<file path="config.mk">
export PLATFORM = sky130hd
export DESIGN_NAME = spi_flash_resp
export DESIGN_NICKNAME = d
export VERILOG_FILES = /design/src/rtl/spi_flash_resp_pkg.sv /design/src/rtl/spi_flash_resp_edge_sync.sv /design/src/rtl/spi_flash_resp.sv
export SDC_FILE = /design/constraint.sdc
export NUM_CORES = 1
export LEC_CHECK = 0
export CORE_MARGIN = 3
export CORE_UTILIZATION = 34
export CTS_CLUSTER_SIZE = 25
export DETAILED_ROUTE_END_ITERATION = 7
export SETUP_SLACK_MARGIN = 0.5
export SLEW_MARGIN = 20
export SYNTH_ARGS = -nofsm -noshare
export SYNTH_HDL_FRONTEND = slang
export SYNTH_HIERARCHICAL = 1
export SYNTH_SLANG_ARGS = --single-unit
</file>
<file path="constraint.sdc">
create_clock -name sys_clk -period 2.3 [get_ports sys_clk]
set_input_delay 0.46 -clock sys_clk [delete_from_list [all_inputs] [get_ports sys_clk]]
set_output_delay 0.46 -clock sys_clk [all_outputs]
set_load 0.005 [all_outputs]
</file>
<file path="src/rtl/spi_flash_resp_pkg.sv">
// Shared opcodes, FSM state encoding and default ID for the SPI flash responder.
package spi_flash_resp_pkg;

    localparam logic [7:0]  CMD_READ         = 8'h03;
    localparam logic [7:0]  CMD_RDID         = 8'h9F;
    localparam logic [23:0] JEDEC_ID_DEFAULT = 24'hEF4018;

    typedef enum logic [2:0] {
        IDLE,
        CMD,
        ADDR,
        DATA,
        ID,
        IGNORE
    } state_t;

endpackage

</file>
<file path="src/rtl/spi_flash_resp_edge_sync.sv">
// Brings SCK, CS and MOSI into the sys_clk domain and derives one-cycle SCK edge pulses.
module spi_edge_sync (
    input  logic sys_clk,
    input  logic sys_rst,
    input  logic sck,
    input  logic cs_n,
    input  logic mosi,
    output logic sck_rise,
    output logic sck_fall,
    output logic cs_n_sync,
    output logic mosi_sync
);

    logic [2:0] sck_q;
    logic [1:0] cs_q;
    logic [1:0] mosi_q;

    // Two-flop synchronisers; CS resets to deasserted so busy starts low.
    always_ff @(posedge sys_clk) begin
        if (sys_rst) begin
            sck_q  <= 3'b000;
            cs_q   <= 2'b11;
            mosi_q <= 2'b00;
        end else begin
            sck_q  <= {sck_q[1:0], sck};
            cs_q   <= {cs_q[0], cs_n};
            mosi_q <= {mosi_q[0], mosi};
        end
    end

    assign sck_rise  =  sck_q[1] & ~sck_q[2];
    assign sck_fall  = ~sck_q[1] &  sck_q[2];
    assign cs_n_sync = cs_q[1];
    assign mosi_sync = mosi_q[1];

endmodule

</file>
<file path="src/rtl/spi_flash_resp.sv">
// Mode-0 SPI flash responder answering READ and READ_ID from a byte-wide memory port.
//
// state  | meaning
// IDLE   | waiting for CS (only after CS has been seen high since reset)
// CMD    | shifting in the 8-bit opcode
// ADDR   | shifting in the 24-bit read address
// DATA   | streaming memory bytes out on MISO, prefetching the next byte
// ID     | streaming the 3 JEDEC ID bytes, then zeros
// IGNORE | unsupported opcode, MISO held low until CS rises
module spi_flash_resp
    import spi_flash_resp_pkg::*;
#(
    parameter int          ADDR_W   = 24,
    parameter int          CS_IDX   = 0,
    parameter logic [23:0] JEDEC_ID = JEDEC_ID_DEFAULT
) (
    input  logic              sys_clk,
    input  logic              sys_rst,
    input  logic              spi_flash_clk,
    input  logic [1:0]        spi_flash_cs,
    input  logic              spi_flash_mosi,
    output logic              spi_flash_miso,
    output logic              mem_req,
    output logic [ADDR_W-1:0] mem_addr,
    input  logic [7:0]        mem_rdata,
    output logic              busy
);

    logic sck_rise, sck_fall, cs_n_sync, mosi_s;

    spi_edge_sync u_sync (
        .sys_clk   (sys_clk),
        .sys_rst   (sys_rst),
        .sck       (spi_flash_clk),
        .cs_n      (spi_flash_cs[CS_IDX]),
        .mosi      (spi_flash_mosi),
        .sck_rise  (sck_rise),
        .sck_fall  (sck_fall),
        .cs_n_sync (cs_n_sync),
        .mosi_sync (mosi_s)
    );

    state_t             state, state_nxt;
    logic [4:0]         bit_cnt, bit_cnt_nxt;
    logic [6:0]         cmd_sh, cmd_nxt;
    logic [22:0]        addr_sh, addr_nxt;
    logic [ADDR_W-1:0]  mem_addr_nxt;
    logic [7:0]         tx_shift, tx_nxt;
    logic               miso_nxt, mem_req_nxt;
    logic               load_pend, load_nxt;
    logic [1:0]         id_idx, id_nxt;
    logic               armed, armed_nxt;
    logic [1:0]         sync_warm;
    logic [7:0]         cmd_word;
    logic [23:0]        addr_word;
    logic [7:0]         id_byte;

    // The CS synchroniser holds its reset value for two cycles; arming only
    // after it has settled keeps a CS held low through reset from starting a command.
    assign cmd_word  = {cmd_sh, mosi_s};
    assign addr_word = {addr_sh, mosi_s};
    assign busy      = ~cs_n_sync;

    logic unused_bits;
    assign unused_bits = ^{spi_flash_cs, addr_word};

    // Next ID byte to present once the current one has been shifted out.
    always_comb begin
        case (id_idx)
            2'd1:    id_byte = JEDEC_ID[15:8];
            2'd2:    id_byte = JEDEC_ID[7:0];
            default: id_byte = 8'h00;
        endcase
    end

    // Next-state and datapath decode.
    always_comb begin
        state_nxt    = state;
        bit_cnt_nxt  = bit_cnt;
        cmd_nxt      = cmd_sh;
        addr_nxt     = addr_sh;
        mem_addr_nxt = mem_addr;
        tx_nxt       = tx_shift;
        miso_nxt     = spi_flash_miso;
        mem_req_nxt  = 1'b0;
        load_nxt     = 1'b0;
        id_nxt       = id_idx;
        armed_nxt    = armed;

        if (cs_n_sync) begin
            state_nxt   = IDLE;
            miso_nxt    = 1'b0;
            bit_cnt_nxt = 5'd0;
            if (sync_warm[1]) begin
                armed_nxt = 1'b1;
            end
        end else begin
            load_nxt = mem_req;
            case (state)
                IDLE: begin
                    miso_nxt = 1'b0;
                    if (armed) begin
                        state_nxt   = CMD;
                        bit_cnt_nxt = 5'd0;
                    end
                end
                CMD: begin
                    miso_nxt = 1'b0;
                    if (sck_rise) begin
                        cmd_nxt     = cmd_word[6:0];
                        bit_cnt_nxt = bit_cnt + 5'd1;
                        if (bit_cnt == 5'd7) begin
                            bit_cnt_nxt = 5'd0;
                            if (cmd_word == CMD_READ) begin
                                state_nxt = ADDR;
                            end else if (cmd_word == CMD_RDID) begin
                                state_nxt = ID;
                                tx_nxt    = JEDEC_ID[23:16];
                                id_nxt    = 2'd1;
                            end else begin
                                state_nxt = IGNORE;
                            end
                        end
                    end
                end
                ADDR: begin
                    miso_nxt = 1'b0;
                    if (sck_rise) begin
                        addr_nxt    = addr_word[22:0];
                        bit_cnt_nxt = bit_cnt + 5'd1;
                        if (bit_cnt == 5'd23) begin
                            bit_cnt_nxt  = 5'd0;
                            mem_req_nxt  = 1'b1;
                            mem_addr_nxt = addr_word[ADDR_W-1:0];
                            state_nxt    = DATA;
                        end
                    end
                end
                DATA, ID: begin
                    if (sck_fall) begin
                        miso_nxt = tx_shift[7];
                        tx_nxt   = {tx_shift[6:0], 1'b0};
                    end
                    if (sck_rise) begin
                        bit_cnt_nxt = bit_cnt + 5'd1;
                        if (bit_cnt[2:0] == 3'd7) begin
                            if (state == DATA) begin
                                mem_req_nxt  = 1'b1;
                                mem_addr_nxt = mem_addr + ADDR_W'(1);
                            end else begin
                                tx_nxt = id_byte;
                                if (id_idx != 2'd3) begin
                                    id_nxt = id_idx + 2'd1;
                                end
                            end
                        end
                    end
                    // Returned memory byte wins over a coincident fall, which then drives its MSB.
                    if (state == DATA && load_pend) begin
                        tx_nxt = mem_rdata;
                        if (sck_fall) begin
                            miso_nxt = mem_rdata[7];
                            tx_nxt   = {mem_rdata[6:0], 1'b0};
                        end
                    end
                end
                IGNORE: begin
                    miso_nxt = 1'b0;
                end
                default: begin
                    state_nxt = IDLE;
                    miso_nxt  = 1'b0;
                end
            endcase
        end
    end

    // State and datapath registers.
    always_ff @(posedge sys_clk) begin
        if (sys_rst) begin
            state          <= IDLE;
            bit_cnt        <= 5'd0;
            cmd_sh         <= 7'd0;
            addr_sh        <= 23'd0;
            mem_addr       <= '0;
            tx_shift       <= 8'd0;
            spi_flash_miso <= 1'b0;
            mem_req        <= 1'b0;
            load_pend      <= 1'b0;
            id_idx         <= 2'd0;
            armed          <= 1'b0;
            sync_warm      <= 2'b00;
        end else begin
            state          <= state_nxt;
            bit_cnt        <= bit_cnt_nxt;
            cmd_sh         <= cmd_nxt;
            addr_sh        <= addr_nxt;
            mem_addr       <= mem_addr_nxt;
            tx_shift       <= tx_nxt;
            spi_flash_miso <= miso_nxt;
            mem_req        <= mem_req_nxt;
            load_pend      <= load_nxt;
            id_idx         <= id_nxt;
            armed          <= armed_nxt;
            sync_warm      <= {sync_warm[0], 1'b1};
        end
    end

endmodule

</file>
==> results of run 1 <==
[worst reg2reg max path, cell delays in order, from the launching register on]
cell                      delay, ns
sky130_fd_sc_hd__dfxtp_2       0.34
sky130_fd_sc_hd__nor2b_4       0.18
sky130_fd_sc_hd__nand3_4       0.11
sky130_fd_sc_hd__or4_4         0.58
sky130_fd_sc_hd__or3_1         0.37
sky130_fd_sc_hd__a31oi_1       0.15
[cell usage after synthesis, types with 2 or more instances]
master	n	area [um^2]
sky130_fd_sc_hd__and4_1	2	17.5
sky130_fd_sc_hd__o21a_1	4	30.0
sky130_fd_sc_hd__nand2b_1	2	12.5
sky130_fd_sc_hd__o21ai_1	4	20.0
sky130_fd_sc_hd__a31oi_1	6	37.5
sky130_fd_sc_hd__nand4_1	7	43.8
sky130_fd_sc_hd__nor2b_1	8	50.1
sky130_fd_sc_hd__nor3_1	19	95.1
sky130_fd_sc_hd__nor3b_1	3	22.5
sky130_fd_sc_hd__a32o_1	2	20.0
sky130_fd_sc_hd__mux2i_1	20	200
sky130_fd_sc_hd__ha_1	6	75.1
sky130_fd_sc_hd__and2_1	4	25.0
sky130_fd_sc_hd__a41oi_1	2	17.5
sky130_fd_sc_hd__and3_1	2	12.5
sky130_fd_sc_hd__nor2_1	40	150
sky130_fd_sc_hd__nand3b_1	2	15.0
sky130_fd_sc_hd__nand3_1	15	75.1
sky130_fd_sc_hd__clkbuf_1	23	86.3
sky130_fd_sc_hd__a211oi_1	11	82.6
sky130_fd_sc_hd__buf_1	2	7.51
sky130_fd_sc_hd__or3_1	5	31.3
sky130_fd_sc_hd__buf_2	9	45.0
sky130_fd_sc_hd__inv_1	8	30.0
sky130_fd_sc_hd__or2_2	3	18.8
sky130_fd_sc_hd__xnor2_1	5	43.8
sky130_fd_sc_hd__o31ai_1	3	22.5
sky130_fd_sc_hd__o21ai_0	27	135
sky130_fd_sc_hd__nor4_2	2	25.0
sky130_fd_sc_hd__or4_1	2	15.0
sky130_fd_sc_hd__a21o_1	5	37.5
sky130_fd_sc_hd__o22ai_1	3	18.8
sky130_fd_sc_hd__nand2_1	78	293
sky130_fd_sc_hd__o221a_2	4	45.0
sky130_fd_sc_hd__dfxtp_1	85	1700
sky130_fd_sc_hd__a311oi_1	2	17.5
sky130_fd_sc_hd__a21oi_1	53	265
sky130_fd_sc_hd__nor4_1	4	25.0
sky130_fd_sc_hd__or2_1	2	12.5
[cell families (layout without fill, tap and decap cells)]
logic type                 Yosys count  in the layout  share of synthesized area, %
muxes                               21             21                          5.36
AOI/OAI and AO/OA                  139            139                          21.0
DFF                                 85             85                          40.9
and+or+nand+nor                    211            211                          25.4
buffers and inverters               43             95                          4.18
xor gates and xnor gates             6              6                          1.26
adders and majority gates            6              6                          1.81
[metal layers]
layer | part of all wire (%) | vias to the layer above | GRT usage [%]
li1 | - | 1928 | -
met1 | 49 | 1838 | 22.1
met2 | 45 | 87 | 27.2
met3 | 4.0 | 15 | 2.23
met4 | 1.9 | 0 | 7.42
met5 | 0 | - | 0
[power groups by stage]
stage          clock network (W)  registers [W]  logic [W]
2_1_floorplan                  0        0.00152  0.0000462
3_3_place_gp                   0        0.00152  0.0000830
3_5_place_dp                   0        0.00152  0.0000843
4_1_cts                  0.00157        0.00149  0.0000874
5_1_grt                  0.00163        0.00148  0.0000999
6_report                 0.00156        0.00148  0.0000916
[state kept, by name (all words and copies together) (netlist names), named ones only]
signal / count
state: 3
u_sync/sck_q: 3
addr_sh: 23
mem_req: 1
tx_shift: 8
u_sync/mosi_q: 2
u_sync/cs_q: 2
mem_addr: 24
armed: 1
bit_cnt: 5
cmd_sh: 7
sync_warm: 2
load_pend: 1
id_idx: 2
[layout make-up]
class	instances	area [um^2]
fill	1113	6210
clock inverter	4	72.6
sequential	85	1750
multi-input combinational	383	2460
timing repair buffer	72	718
clock buffer	11	243
tap	143	179
inverter	8	32.5
[how the worst max path moves through the flow]
stage,startpoint,to,slack (ns),cells past startpoint
2_1_floorplan,bit_cnt[0],mem_addr[13],0.50,6
3_3_place_gp,state[2],tx_shift[3],0.36,6
3_5_place_dp,bit_cnt[0],mem_addr[17],0.34,6
4_1_cts,u_sync/sck_q[1],mem_addr[17],0.48,6
5_1_grt,bit_cnt[4],id_idx[0],0.41,5
6_report,u_sync/sck_q[1],mem_addr[0],0.50,5
[repair_timing]
action	4_1_cts	5_1_grt
pin swaps	2	7
endpoints found under the hold margin	0	0
setup buffers	4	9
resized for setup	22	48
cloned	1	0
endpoints found under the setup margin	71	78
[per-stage QoR]
step	utilization (%)	area, um^2	worst slack (ns)
final	46.7	5450	0.500
after global routing	46.7	5450	0.411
after CTS	44.9	5240	0.477
after detailed placement	41.1	4790	0.337
after global placement	41.1	4790	0.361
after floorplan	-	4170	0.504
==> reports/results.txt, run 1 <==
The flow ran to the end, and the final reports show no timing, DRC or antenna violations. The routed layout has 3,868 vias. Power spread over the standard cell area amounts to 574 nW/um^2.

For this run, the number of standard cells in the final layout without fillers is 706. 0 antenna diodes ended up in the layout. The maximum number of pins on one net before global-route repair is 67, and the number of cells on the worst reg-to-reg path is 5. The final hold violation count is 0.

The synthesized design contains 0 enable-type register cells. Before antenna repair, the detailed router went through 4 iterations. The critical register-to-register path startpoint is u_sync/sck_q[1]. The hold-critical path endpoint is u_sync/cs_q[1]. In this run the register-to-register setup slack is 0.50 ns. Setup repair after global routing could not meet its margin everywhere. The tightest min-delay check is of the flip-flop to flip-flop type. In the final design database the tool counted 579 nets.

In this run the power spent charging and discharging nets is 0.000638 W. At the pin with the least slew margin, the transition time is 0.556 ns. Wires add up to 11.0 mm. For this run, design rule violations remaining after detail routing come to 0. The routed design could run at a clock period as short as 1.80 ns. The number of different library cells used by synthesis comes to 66. Dividing the detail-routed via count by the number of cells gives 5.48. The library cells used most frequently in the layout, excluding fill and tap cells, are sky130_fd_sc_hd__nand2_1 (77), sky130_fd_sc_hd__dfxtp_1 (64), sky130_fd_sc_hd__a21oi_1 (52). The final critical path takes up 78.3% of the cycle.

The design draws 0.00313 W. The critical path in this run is classified as flip-flop to flip-flop. The die outline height was 117 um; the number of buffer and inverter instances along the worst setup path was 0. Synthesis inferred 85 register bits. The weighted congestion at the end of routability-driven global placement is 0.765, and the sequential cell area fraction in the yosys report is 40.9%.

The initial utilization of the core area, before any placement, comes to 35.6%. Once placement completed, the tool counted placed cells totaling 677. The element type at the critical path start was a flip-flop. The tools report the number of global-route vias before repair as 3,798. The worst supply voltage drop on vdd came out at 0.273 mV.

During synthesis, Yosys emitted a total of 6 warnings. The estimated wirelength of the detail-placed design was 6.96 mm. TritonCTS built the clock tree.

The worst hold slack was 0.402 ns. The floorplan step defined a core boundary enclosing 11,700 um^2. Walking the worst path, the cells encountered are nor2b_4 -> nand3_4 -> or4_4 -> or3_1 -> a31oi_1. The floorplan step defined a die boundary enclosing 13,600 um^2. The cell count after synthesis is 511, and the number of antenna violations at the first check in global routing is 0.

Compared with the post-synthesis result, the final layout area differs by 31.1%. The number of cells on the worst hold path was 1. The number of top-level pins was 41; the combinational group share of total power was 2.9%.

The run gives 2 as the number of buffers on the longest clock path. The most instantiated flip-flop cell in the synthesis netlist was sky130_fd_sc_hd__dfxtp_1. The share of total power dissipated in the clock network is 49.8%. The number of failing setup endpoints in the final timing report is 0, and the horizontal extent of the die is 117 um. The tools report the endpoint of the most critical register-to-register path as mem_addr[0].

The run gives 1.86 nW as the leakage component of the power. The tightest slew margin relative to the limit was 62.9%; the fmax was 0.555 GHz. The logs give 354 for the violation count after the first detailed-routing iteration and 0.00971 ns for the worst clock skew on the final layout. Leaving out fill and tap cells, the most frequent cell in the layout is sky130_fd_sc_hd__nand2_1. The sequential share of power was 47.3%; the CTS H-tree depth was 3. The run gives 0 as the count of hold buffers inserted by post-cts repair. A synthesized cell averages 8.13 um^2.

The tools report the number of buffers created by CTS as 9. The tree is rooted in a sky130_fd_sc_hd__clkbuf_16. The count of buffers added on input and output ports is 39. The number of nets in the synthesized netlist is 531.

The summed instance area of the synthesized netlist was 4160 um^2. For the count of nets left with antenna violations after detail routing, the log shows 0. The worst hold path startpoint was u_sync/cs_q[0].

In this run the worst path has a maximum fanout of 5. The first global-routing pass estimated 18.3 mm of wire. At the worst endpoint, the required time is 2.56 ns. In the final layout, the share of cells above drive strength 1 is 20.2%. The tools report the critical path capture point type as a flip-flop. On the worst path, the slowest cell contributes a delay of 0.58 ns. Internal power comes to 0.00249 W. Counting every sink on the clock net gives 85. The tools report the standard-cell row count as 39. The global routing usage summed across all routing layers came out at 16.7%. For the reported max-cap violation count, the log shows 0. The critical-path cell with the highest stage delay was sky130_fd_sc_hd__or4_4. In the final timing run, aggregate negative setup slack is 0 ns. The worst endpoint data arrival time was 2.06 ns. After detailed routing, the average wire length per cell comes to 15.5 um. The max-slew violation count was 0; the clock edge transition at the registers on the reported setup and hold paths was 0.06 ns. The async set or reset register ratio after synthesis is 0%. In this design, the largest share of critical-path delay is due to simple AND/OR/NAND/NOR gates. The net switching share of the total power is 20.4%. For the worst-skew pair, the clock arrives at the later sink with an insertion delay of 0.34 ns. Global routing finished with a remaining overflow of 0.
(Power assumes the default switching activity.)
==> run 2: changes to the inputs <==
==> constraint.sdc (replaced) <==
create_clock -name sys_clk -period 1.6 [get_ports sys_clk]
set_input_delay 0.32 -clock sys_clk [delete_from_list [all_inputs] [get_ports sys_clk]]
set_output_delay 0.32 -clock sys_clk [all_outputs]
set_load 0.005 [all_outputs]
==> run 2 against run 1 <==
Effect of this change:
- the flow now finishes with violations (setup timing)
- clock power rose by 47%
- routed wire length is 23% higher
- largest cell class unchanged
- via count increased by 16%
- first-iteration DRC count down 41%
- utilization grew 15 points
- sequential power is 43% higher
- fmax up 0.83%
- worst setup slack worse by 0.69 ns
- global-route usage is 3.0 points higher
- largest power group unchanged
- critical endpoint is now mem_addr[1]
- cell count increased by 18%
- worst hold slack got worse by 0.099 ns
- combinational power increased by 78%
==> reports/results.txt, run 2 (synthesis gave the netlist of run 1 again) <==
First element of the critical path: u_sync/sck_q[1]. In the layout the commonest cells are sky130_fd_sc_hd__buf_6 (86), sky130_fd_sc_hd__buf_4 (82), sky130_fd_sc_hd__nand2_1 (75). The actual transition at the worst max-transition pin was 0.381 ns; the die outline height was 117 um. For this block, the initial DRC count from the detailed router was 210. Measured along the x axis, the die boundary spans 117 um. The number of top-level pins is 41, and the final worst-path cycle share is 112%. The flow ran to the end, but the final reports show violations. After the last flow step, the layout net total stands at 704. For the worst clock skew on the final layout, the log shows 0.00481 ns.

The count of nets left with antenna violations once routing finished came out at 0. The leading cell type in the layout, fill and taps excluded is sky130_fd_sc_hd__buf_6. Counting along the longest clock path gives a buffer depth of 2. The number of antenna violations at the first check in global routing was 0; the number of global-route vias before repair was 4,374. The tool flagged a number of max-cap violations equal to 0. The floorplan has 39 rows. Entering global routing, the biggest net connects 33 pins. The routed design has 13.4 mm of wire.

The checks that failed: setup timing. After global routing the overflow that remains totals 0. The register with the most flip-flops in the layout has 24 of them. The most flop-heavy register is mem_addr. The tools report the max-slew violation count as 0.

The first global-routing pass estimated 21.2 mm of wire. Including well taps, the total number of placed cells is 758. In the final routed layout, each cell accounts on average for 16.1 um. The tools report the total core area as 11,700 um^2. In this run the worst path has a maximum fanout of 7.

For the final hold violation count, the log shows 0. The number of cells on the worst hold path was 2; the via count of the routed design was 4,502. For the required time of the critical path, the log shows 1.85 ns. The min-delay analysis places its worst path in the category primary input to flip-flop. 0 antenna diodes ended up in the layout. Power spread over the standard cell area amounts to 637 nW/um^2.

The element type at the critical path start was a flip-flop. Clock-pin slew was measured on the worst setup and hold paths at 0.07 ns. For the fmax, the log shows 0.560 GHz. TritonCTS built the clock tree.

CTS built an H-tree with a depth of 3. The area taken by multi-input logic gates is 2860 um^2, and the tightest slew margin relative to the limit is 74.5%. VDD sags by at most 0.497 mV. The clock net in this run drives a total of 85 sinks.

The slack of the critical path came out at -0.185 ns. Once the floorplan was initialized, standard cells occupied 35.6% of the core. The run gives 0.816 as the weighted congestion at the end of routability-driven global placement.

STA classifies the critical path endpoint as a flip-flop. The root buffer cell chosen for the clock tree is sky130_fd_sc_hd__clkbuf_16. The run gives 884 as the number of filler cells placed in the layout.

Setup repair after global routing could not meet its margin everywhere. The die covers 13,600 um^2. Setup violations remaining at the end of the flow were counted as 39. After detailed placement, the total cell area comes to 5600 um^2.

The final instance area came out at 7170 um^2. The mean number of vias per cell is 5.41. The number of cells on the worst reg-to-reg path was 9; the estimated wirelength of the detail-placed design was 8.21 mm. Data arrives at the worst endpoint at 2.04 ns.

The logs give 19.7% for the global routing usage summed across all routing layers and 9 for the number of buffers created by CTS. The design draws 0.00457 W. The setup path with the least slack is of type flip-flop to flip-flop. The worst hold slack is 0.303 ns. At the later pin of the worst-skew pair, clock insertion delay measures 0.35 ns.

The startpoint identified for the worst register-to-register timing path is u_sync/sck_q[1]. The area added between synthesis and finish works out to 72.5%. The first detailed-routing pass took 5 iterations. Core utilization of the finished layout: 61.5%. Final critical delay including setup and external delays: 1.79 ns.

For this design the static power due to leakage is 2.77 nW. Across the whole layout, storage elements account for 1780 um^2. The post-route netlist has 48.2% of its cells at a drive strength greater than 1. The number of remaining DRC errors was 0. The largest registers in the layout are mem_addr (24), addr_sh (23), tx_shift (8). For this run, the number of standard cells in the final layout without fillers is 832. The number of I/O port buffers was 39. In this run the most critical hold path is launched from sys_rst.
-- run 2: what timing repair did --
action | in CTS | in global routing
buffers inserted | 36 | 18
setup endpoints to repair | 101 | 101
gates cloned | 2 | 2
pin swaps | 38 | 34
hold buffers | 0 | 0
resized for setup | 249 | 84
-- run 2: path summary, 6_finish.rpt --
path | end | slack, ns
max | mem_addr[1] | -0.19
min | armed | 0.30
max reg2reg | mem_addr[1] | -0.19
min reg2reg | u_sync/cs_q[1] | 0.41
-- run 2: area by class of cell --
cell class | instances | share of cell area [%]
Clock buffer | 9 | 3.14
Clock inverter | 7 | 1.40
Inverter | 8 | 0.454
Multi-Input combinational cell | 384 | 39.8
Sequential cell | 85 | 24.8
Tap cell | 143 | 2.49
Timing Repair Buffer | 196 | 27.9
-- run 2: metal layers --
metal  part of all wire [%]  vias up  GRT usage [%]
met3                    5.2       32           4.61
li1                       -     2193              -
met1                     44     2146           25.7
met5                      0        -              0
met2                     48      131           32.0
met4                    2.5        0           7.03
-- run 2: where the power goes --
group	internal, W	switching [W]
Sequential	0.00211	0.00000768
Combinational	0.0000779	0.0000852
Clock	0.00137	0.000917
-- run 2: worst max-delay path, stage by stage (launching register included) --
cell	delay [ns]
sky130_fd_sc_hd__dfxtp_2	0.33
sky130_fd_sc_hd__nor2b_4	0.18
sky130_fd_sc_hd__nand3_4	0.10
sky130_fd_sc_hd__buf_6	0.14
sky130_fd_sc_hd__nor4_4	0.25
sky130_fd_sc_hd__buf_6	0.22
sky130_fd_sc_hd__buf_4	0.14
sky130_fd_sc_hd__buf_6	0.10
sky130_fd_sc_hd__nor2_2	0.04
sky130_fd_sc_hd__a311oi_2	0.20
-- run 2: metrics by stage --
step           TNS, ns  worst slack (ns)
6_report         -2.87            -0.185
2_1_floorplan   -0.526            -0.118
5_1_grt          -8.00            -0.289
3_3_place_gp     -1.21           -0.0886
3_5_place_dp     -1.97            -0.130
4_1_cts          -1.23           -0.0888
